`config.mk`:
```
export PLATFORM = sky130hd
export DESIGN_NAME = sample_streamer
export DESIGN_NICKNAME = d
export VERILOG_FILES = /design/src/rtl/sample_streamer.sv
export SDC_FILE = /design/constraint.sdc
export NUM_CORES = 1
export LEC_CHECK = 0
export CORE_MARGIN = 5
export CORE_UTILIZATION = 47
export DETAILED_ROUTE_END_ITERATION = 8
export PLACE_DENSITY = 0.85
export SLEW_MARGIN = 20
export SYNTH_ARGS = -nofsm -noshare
export SYNTH_HDL_FRONTEND = slang
export SYNTH_SLANG_ARGS = --single-unit
```
`constraint.sdc`:
```
create_clock -name CLK -period 2.14 [get_ports CLK]
set_input_delay 0.321 -clock CLK [delete_from_list [all_inputs] [get_ports CLK]]
set_output_delay 0.321 -clock CLK [all_outputs]
set_load 0.02 [all_outputs]
```
`src/rtl/sample_streamer.sv`:
```
// Streams N stored samples from a 1-cycle-latency RAM, each held for HOLD ready cycles.
// Latency: first sample on dout 3 cycles after start; ready=0 freezes the hold count, dout and valid.
module sample_streamer #(
    parameter int WL    = 16,
    parameter int DEPTH = 4096,
    parameter int AW    = 12,
    parameter int HOLD  = 3
) (
    input  logic          CLK,
    input  logic          RST,
    input  logic          start,
    input  logic [AW:0]   len,
    input  logic          ready,
    output logic [AW-1:0] rd_addr,
    input  logic [WL-1:0] rd_data,
    output logic          valid,
    output logic [WL-1:0] dout,
    output logic          busy,
    output logic          done,
    output logic [AW:0]   sent
);

    localparam logic [1:0] S_IDLE   = 2'd0;
    localparam logic [1:0] S_PRIME  = 2'd1;
    localparam logic [1:0] S_LOAD   = 2'd2;
    localparam logic [1:0] S_STREAM = 2'd3;

    localparam logic [AW:0]   DEPTH_W = (AW+1)'(DEPTH);
    localparam logic [AW:0]   ONE_S   = (AW+1)'(1);
    localparam logic [AW-1:0] ONE_A   = AW'(1);
    localparam logic [7:0]    HOLD_M1 = 8'(HOLD - 1);

    logic [1:0]    state_q, state_d;
    logic [AW:0]   n_q, n_d;
    logic [7:0]    cnt_q, cnt_d;
    logic [AW-1:0] rd_addr_q, rd_addr_d;
    logic [WL-1:0] dout_q, dout_d;
    logic          valid_q, valid_d;
    logic          busy_q, busy_d;
    logic          done_q, done_d;
    logic [AW:0]   sent_q, sent_d;

    always_comb begin
        state_d   = state_q;
        n_d       = n_q;
        cnt_d     = cnt_q;
        rd_addr_d = rd_addr_q;
        dout_d    = dout_q;
        valid_d   = valid_q;
        busy_d    = busy_q;
        done_d    = 1'b0;
        sent_d    = sent_q;

        case (state_q)
            S_IDLE: begin
                if (start) begin
                    if (len == '0) begin
                        done_d = 1'b1;
                    end else begin
                        n_d       = (len > DEPTH_W) ? DEPTH_W : len;
                        rd_addr_d = '0;
                        sent_d    = '0;
                        busy_d    = 1'b1;
                        state_d   = S_PRIME;
                    end
                end
            end
            S_PRIME: begin
                state_d = S_LOAD;
            end
            S_LOAD: begin
                dout_d    = rd_data;
                valid_d   = 1'b1;
                sent_d    = ONE_S;
                rd_addr_d = rd_addr_q + ONE_A;
                cnt_d     = HOLD_M1;
                state_d   = S_STREAM;
            end
            S_STREAM: begin
                // rd_data already holds mem[sent] here: it was prefetched at the previous load edge
                if (ready) begin
                    if (cnt_q != 8'd0) begin
                        cnt_d = cnt_q - 8'd1;
                    end else if (sent_q < n_q) begin
                        dout_d    = rd_data;
                        sent_d    = sent_q + ONE_S;
                        rd_addr_d = rd_addr_q + ONE_A;
                        cnt_d     = HOLD_M1;
                    end else begin
                        valid_d = 1'b0;
                        busy_d  = 1'b0;
                        done_d  = 1'b1;
                        state_d = S_IDLE;
                    end
                end
            end
            default: begin
                state_d = S_IDLE;
            end
        endcase
    end

    always_ff @(posedge CLK) begin
        if (RST) begin
            state_q   <= S_IDLE;
            n_q       <= '0;
            cnt_q     <= '0;
            rd_addr_q <= '0;
            dout_q    <= '0;
            valid_q   <= 1'b0;
            busy_q    <= 1'b0;
            done_q    <= 1'b0;
            sent_q    <= '0;
        end else begin
            state_q   <= state_d;
            n_q       <= n_d;
            cnt_q     <= cnt_d;
            rd_addr_q <= rd_addr_d;
            dout_q    <= dout_d;
            valid_q   <= valid_d;
            busy_q    <= busy_d;
            done_q    <= done_d;
            sent_q    <= sent_d;
        end
    end

    assign rd_addr = rd_addr_q;
    assign valid   = valid_q;
    assign dout    = dout_q;
    assign busy    = busy_q;
    assign done    = done_q;
    assign sent    = sent_q;

endmodule

```
# Yosys cells after proc, flatten, opt, wreduce, memory -nomap -nowiden
# Index checks and enable logic that the tools add are counted.
op_classes:
  add_sub_neg: 3
  order_cmp: 2
  eq_ne: 10
  mux: 40
  bitwise: 1
  reduce_logical: 13
op_table:
  columns: ["operator", "count"]
  rows:
  - ["13-bit 2-to-1 mux", 6]
  - ["12-bit 2-to-1 mux", 5]
  - ["16-bit 2-to-1 mux", 3]
  - ["13-bit one-hot mux with 3 select lines", 1]
  - ["12-bit one-hot mux with 3 select lines", 1]
  - ["16-bit one-hot mux with 2 select lines", 1]
  - ["8-bit 2-to-1 mux", 3]
  - ["8-bit one-hot mux with 2 select lines", 1]
  - ["13-bit by 1-bit adder with 13-bit output (second input constant)", 1]
  - ["13-bit greater-than comparator (second input constant)", 1]
  - ["13-bit zero test", 1]
  - ["13-bit < comparator", 1]
  - ["12-bit by 1-bit adder with 12-bit output (second input constant)", 1]
  - ["2-bit inequality test (second input constant)", 6]
  - ["6-bit AND reduction", 2]
  - ["1-bit 2-to-1 mux", 10]
  - ["2-bit 2-to-1 mux", 5]
  - ["2-bit one-hot mux with 4 select lines", 1]
  - ["4-bit AND reduction", 2]
  - ["8-bit nonzero test", 1]
  - ["8-bit by 1-bit subtractor with 8-bit output (second input constant)", 1]
  - ["1-bit one-hot mux with 2 select lines", 3]
  - ["3-bit AND reduction", 2]
  - ["5-bit AND reduction", 1]
  - ["other kinds (7)", 9]
totals:
  ff_bits: 67
  input_bits: 33
  elab_cells: 78

# Longest topological paths before layout
depth:
  ltp_word: 5
  mapped_depth: 10

# Worst setup path after synthesis
# Ideal clock, no wire load.
synth_path:
  kind: "flip-flop to flip-flop"
  from: "register sent_q[12], in the netlist sent[12]"
  to: "register rd_addr_q[9], in the netlist rd_addr[9]"
  arrival_ns: 2.325
  required_ns: 2.019
  setup_slack_ns: -0.306
  path_stages_with_launch: 9
  cell_sequence: "dfxtp_1 > ha_1 > and4_4 > and2_0 > a22o_1 > a21o_1 > clkbuf_1 > nor4_1 > mux2_2"
synth_between:
  elab_chain_cells: 3
synth_rtl:
  columns: ["item", "line_no", "rtl"]
  rows:
  - ["start: declaration", "41", "logic [AW:0] sent_q, sent_d;"]
  - ["start signal: assignment", "123", "sent_q <= sent_d;"]
  - ["13-bit < comparator", "84", "end else if (sent_q < n_q) begin"]
  - ["2-bit inequality test (no source line)", null, null]
  - ["6-bit AND reduction (no source line)", null, null]
  - ["end signal: assignment", "118", "rd_addr_q <= rd_addr_d;"]
  - ["end: declaration", "36", "logic [AW-1:0] rd_addr_q, rd_addr_d;"]
# No other way between the ends.
# A chain may end at the register's enable or synchronous reset.

# Worst setup path in the final report
layout_path:
  from: "register n_q[6]"
  to: "register rd_addr_q[9], in the netlist rd_addr[9]"
layout_between:
  elab_chain_cells: 3
layout_rtl:
  columns: ["item", "line_no", "rtl"]
  rows:
  - ["start: declaration", "34", "logic [AW:0] n_q, n_d;"]
  - ["start signal: assignment", "116", "n_q <= n_d;"]
  - ["13-bit < comparator", "84", null]
  - ["2-bit inequality test (no source line)", null, null]
  - ["6-bit AND reduction (no source line)", null, null]
# No other way between the ends.

==> results.json <==
{
  "postSynthCellCount": 484,
  "ios": 77,
  "tightest_slew_ps": 492,
  "p_leak_nw": 2.30,
  "grt_pass1_vias": 4404,
  "syn_area_um2": 3940,
  "setup_ws_ps": -177,
  "p_sw_share_pct": 38.9,
  "async_reset_ff_share_pct": 0,
  "postSynthAreaPerCell_um2": 8.13,
  "p_sw_mw": 2.06,
  "reg2reg_setup_slack_ps": -180,
  "vias": 4718,
  "p_per_area_nw_per_um2": 863,
  "failed_checks": "setup timing",
  "drtIter0Drc": 333,
  "root_buffer": "clkbuf_8",
  "crit_type": "reg2reg",
  "synth_area_leader_cell": "dfxtp_1",
  "rows": 33,
  "cts_buffers": 9,
  "wl_per_cell_um": 19.5,
  "cts.clk_slew.worst_paths_ps": 80,
  "fin_tns_setup_ps": -1770,
  "max_freq_ghz": 0.432,
  "p_seq_share_pct": 28.9,
  "met1_usage_pct": 28.4,
  "grt_max_degree": 41,
  "post-place-ws_ps": -332,
  "drv_slew": 0,
  "design_area_um2": 6130,
  "yosys_warnings": 0,
  "antenna_found_initial": 0,
  "ys_seq_elements": 67,
  "gr-total-overflow": 0,
  "min_path_type": "reg2reg",
  "p_clk_share_pct": 24.3,
  "synth_nets": 538,
  "ys_seq_area_share_pct": 34.1,
  "die_y_um": 102,
  "max-vdd-ir-drop_mv": 0.595,
  "multi_input_area_um2": 2680,
  "synth.top_cell.area_share_pct": 34.1,
  "fp.dieW_um": 102,
  "place.gp.congestion": 0.889,
  "ctsHtreeMaxLevel": 3,
  "placed_cell_area_um2": 5420,
  "finalHoldViolations": 0,
  "ys_top_cells_by_area": "dfxtp_1, ha_1, nand2_1",
  "combPwrFrac_pct": 46.8,
  "fin_skew_ps": 12.2,
  "dieArea_um2": 10300,
  "clk_path_buf_depth": 2,
  "grt_util_all_layers_pct": 24.4,
  "drv_cap": 0,
  "outcome": "complete, but fails checks",
  "synth_edf_count": 0,
  "crit_required_ps": 2390,
  "crit_arrival_ps": 2570,
  "clock_sinks": 67,
  "regArea_um2": 1390,
  "clk_latency_ps": 360,
  "relSlewSlack_pct": 67.0,
  "drc": 0,
  "critPathCaptureType": "flip-flop",
  "met2_usage_pct": 43.1,
  "start_util_pct": 48.1,
  "cts_tree": "yes",
  "post-route-min-period_ps": 2320,
  "startpoint_type": "flip-flop",
  "timing.final.crit_share_pct": 108,
  "io_buffers": 76,
  "postCtsHoldBufs": 0,
  "viasPerCell": 6.39,
  "synth_cell_types": 59,
  "fin_nets": 682,
  "grtUsageMet3_pct": 4.96,
  "cp_max_fo": 7,
  "ys_top_cells_by_count": "dfxtp_1, nand2_1, inv_1, nor2_1, a21oi_1",
  "synth_most_common_cell": "dfxtp_1",
  "synth-main-ff-cell": "dfxtp_1",
  "grt.busiest_layer": "met2",
  "grt_pass1_wl_um": 20300,
  "area_growth_pct": 55.7,
  "first_pass_iters": 5,
  "finalPower_mw": 5.29,
  "dpl.hpwl_um": 8860,
  "diodes": 0,
  "fillers": 515,
  "finalSetupViolations": 23,
  "wl_um": 14400,
  "power.internal_mw": 3.23,
  "layout-drive-gt1-share_pct": 29.9,
  "rsz0062_at_grt": "yes",
  "coreArea_um2": 8180,
  "antenna_left": 0,
  "hold_ws_ps": 485
}
-- power by group through the flow --
stage,clock (mW),sequential (mW),combinational [mW]
2_1_floorplan,0,1.64,1.06
3_3_place_gp,0,1.53,1.92
3_5_place_dp,0,1.53,1.99
4_1_cts,1.28,1.51,2.07
5_1_grt,1.34,1.54,2.63
6_report,1.28,1.53,2.48
-- stage by stage --
| step | instances | util, % |
|---|---|---|
| after detailed placement | 706 | 66.3 |
| after global routing | 738 | 74.9 |
| after CTS | 727 | 71.1 |
| after floorplan | 484 | - |
| final | 738 | 74.9 |
| after global placement | 706 | 66.3 |
-- timing repair --
item	4_1_cts	5_1_grt
setup endpoints to repair	36	57
buffers inserted	3	10
pin swaps	19	12
gates cloned	2	1
resized for setup	26	65
-- state kept, by name, summed over array words and instances, names as in the netlist --
signal and cells:
n_q 13, state_q 2, busy 1, rd_addr 12, dout 16, valid 1, done 1, sent 13
cnt_q 8
-- per-layer routing --
layer | vias to the layer above | routed length, um
li1 | 2140 | -
met1 | 2273 | 5530
met2 | 248 | 7360
met3 | 57 | 1030
met4 | 0 | 479
met5 | - | 0
-- cell type report --
cell class | instances | area share (%)
inverters | 40 | 2.45
repair buffers | 162 | 25.0
clock buffers | 10 | 2.43
well taps | 105 | 2.14
flip-flops and latches | 67 | 22.7
clock inverters | 6 | 1.53
multi-input cells | 348 | 43.8
-- worst max-delay path, cell delays in order (launching register included) --
cell	delay, ps
dfxtp_2	350
inv_1	50
ha_1	320
a21oi_2	170
o21ai_2	100
a22o_1	230
a21o_4	240
buf_16	150
nor4_4	280
mux2_4	330
-- layout by cell type (no fill, tap or decap), types with 4 or more instances in the layout --
cell type,count
a21oi_1,18
a21oi_2,6
a21oi_4,4
a22oi_1,8
a31oi_1,4
and2_1,4
and3_1,5
buf_12,4
buf_4,75
buf_6,4
clkbuf_8,9
clkdlybuf4s50_1,76
dfxtp_1,47
dfxtp_2,11
dfxtp_4,9
ha_1,12
ha_4,8
inv_1,33
inv_2,7
nand2_1,49
nand3_1,20
nand4_1,19
nor2_1,34
nor2b_1,4
nor3b_1,4
nor4_1,5
o211ai_1,8
o21ai_0,7
o311ai_1,14
o31ai_1,7
o31ai_2,4
o32a_1,16
or3_1,5
or4_1,8
or4_4,4
-- cell families (layout without fill, tap and decap cells) --
| kind of cell | Yosys count | after routing | synth area share [%] |
|---|---|---|---|
| DFF | 67 | 67 | 34.1 |
| and+or+nand+nor | 185 | 185 | 24.9 |
| AOI/OAI and AO/OA | 138 | 138 | 26.4 |
| muxes | 4 | 4 | 1.08 |
| adders and majority gates | 21 | 21 | 6.68 |
| buffers and inverters | 69 | 218 | 6.84 |
-- path summary, 6_finish.rpt --
path / start / endpoint / cells past startpoint
setup reg to reg: n_q[6]$_SDFFE_PP0P_ / rd_addr[9]$_SDFFE_PP0P_ / 9
setup / recovery: n_q[6]$_SDFFE_PP0P_ / rd_addr[9]$_SDFFE_PP0P_ / 9
hold / removal: cnt_q[7]$_SDFFE_PP0P_ / cnt_q[7]$_SDFFE_PP0P_ / 2
hold reg to reg: cnt_q[7]$_SDFFE_PP0P_ / cnt_q[7]$_SDFFE_PP0P_ / 2
No activity file was read; power rests on OpenSTA's default activity.
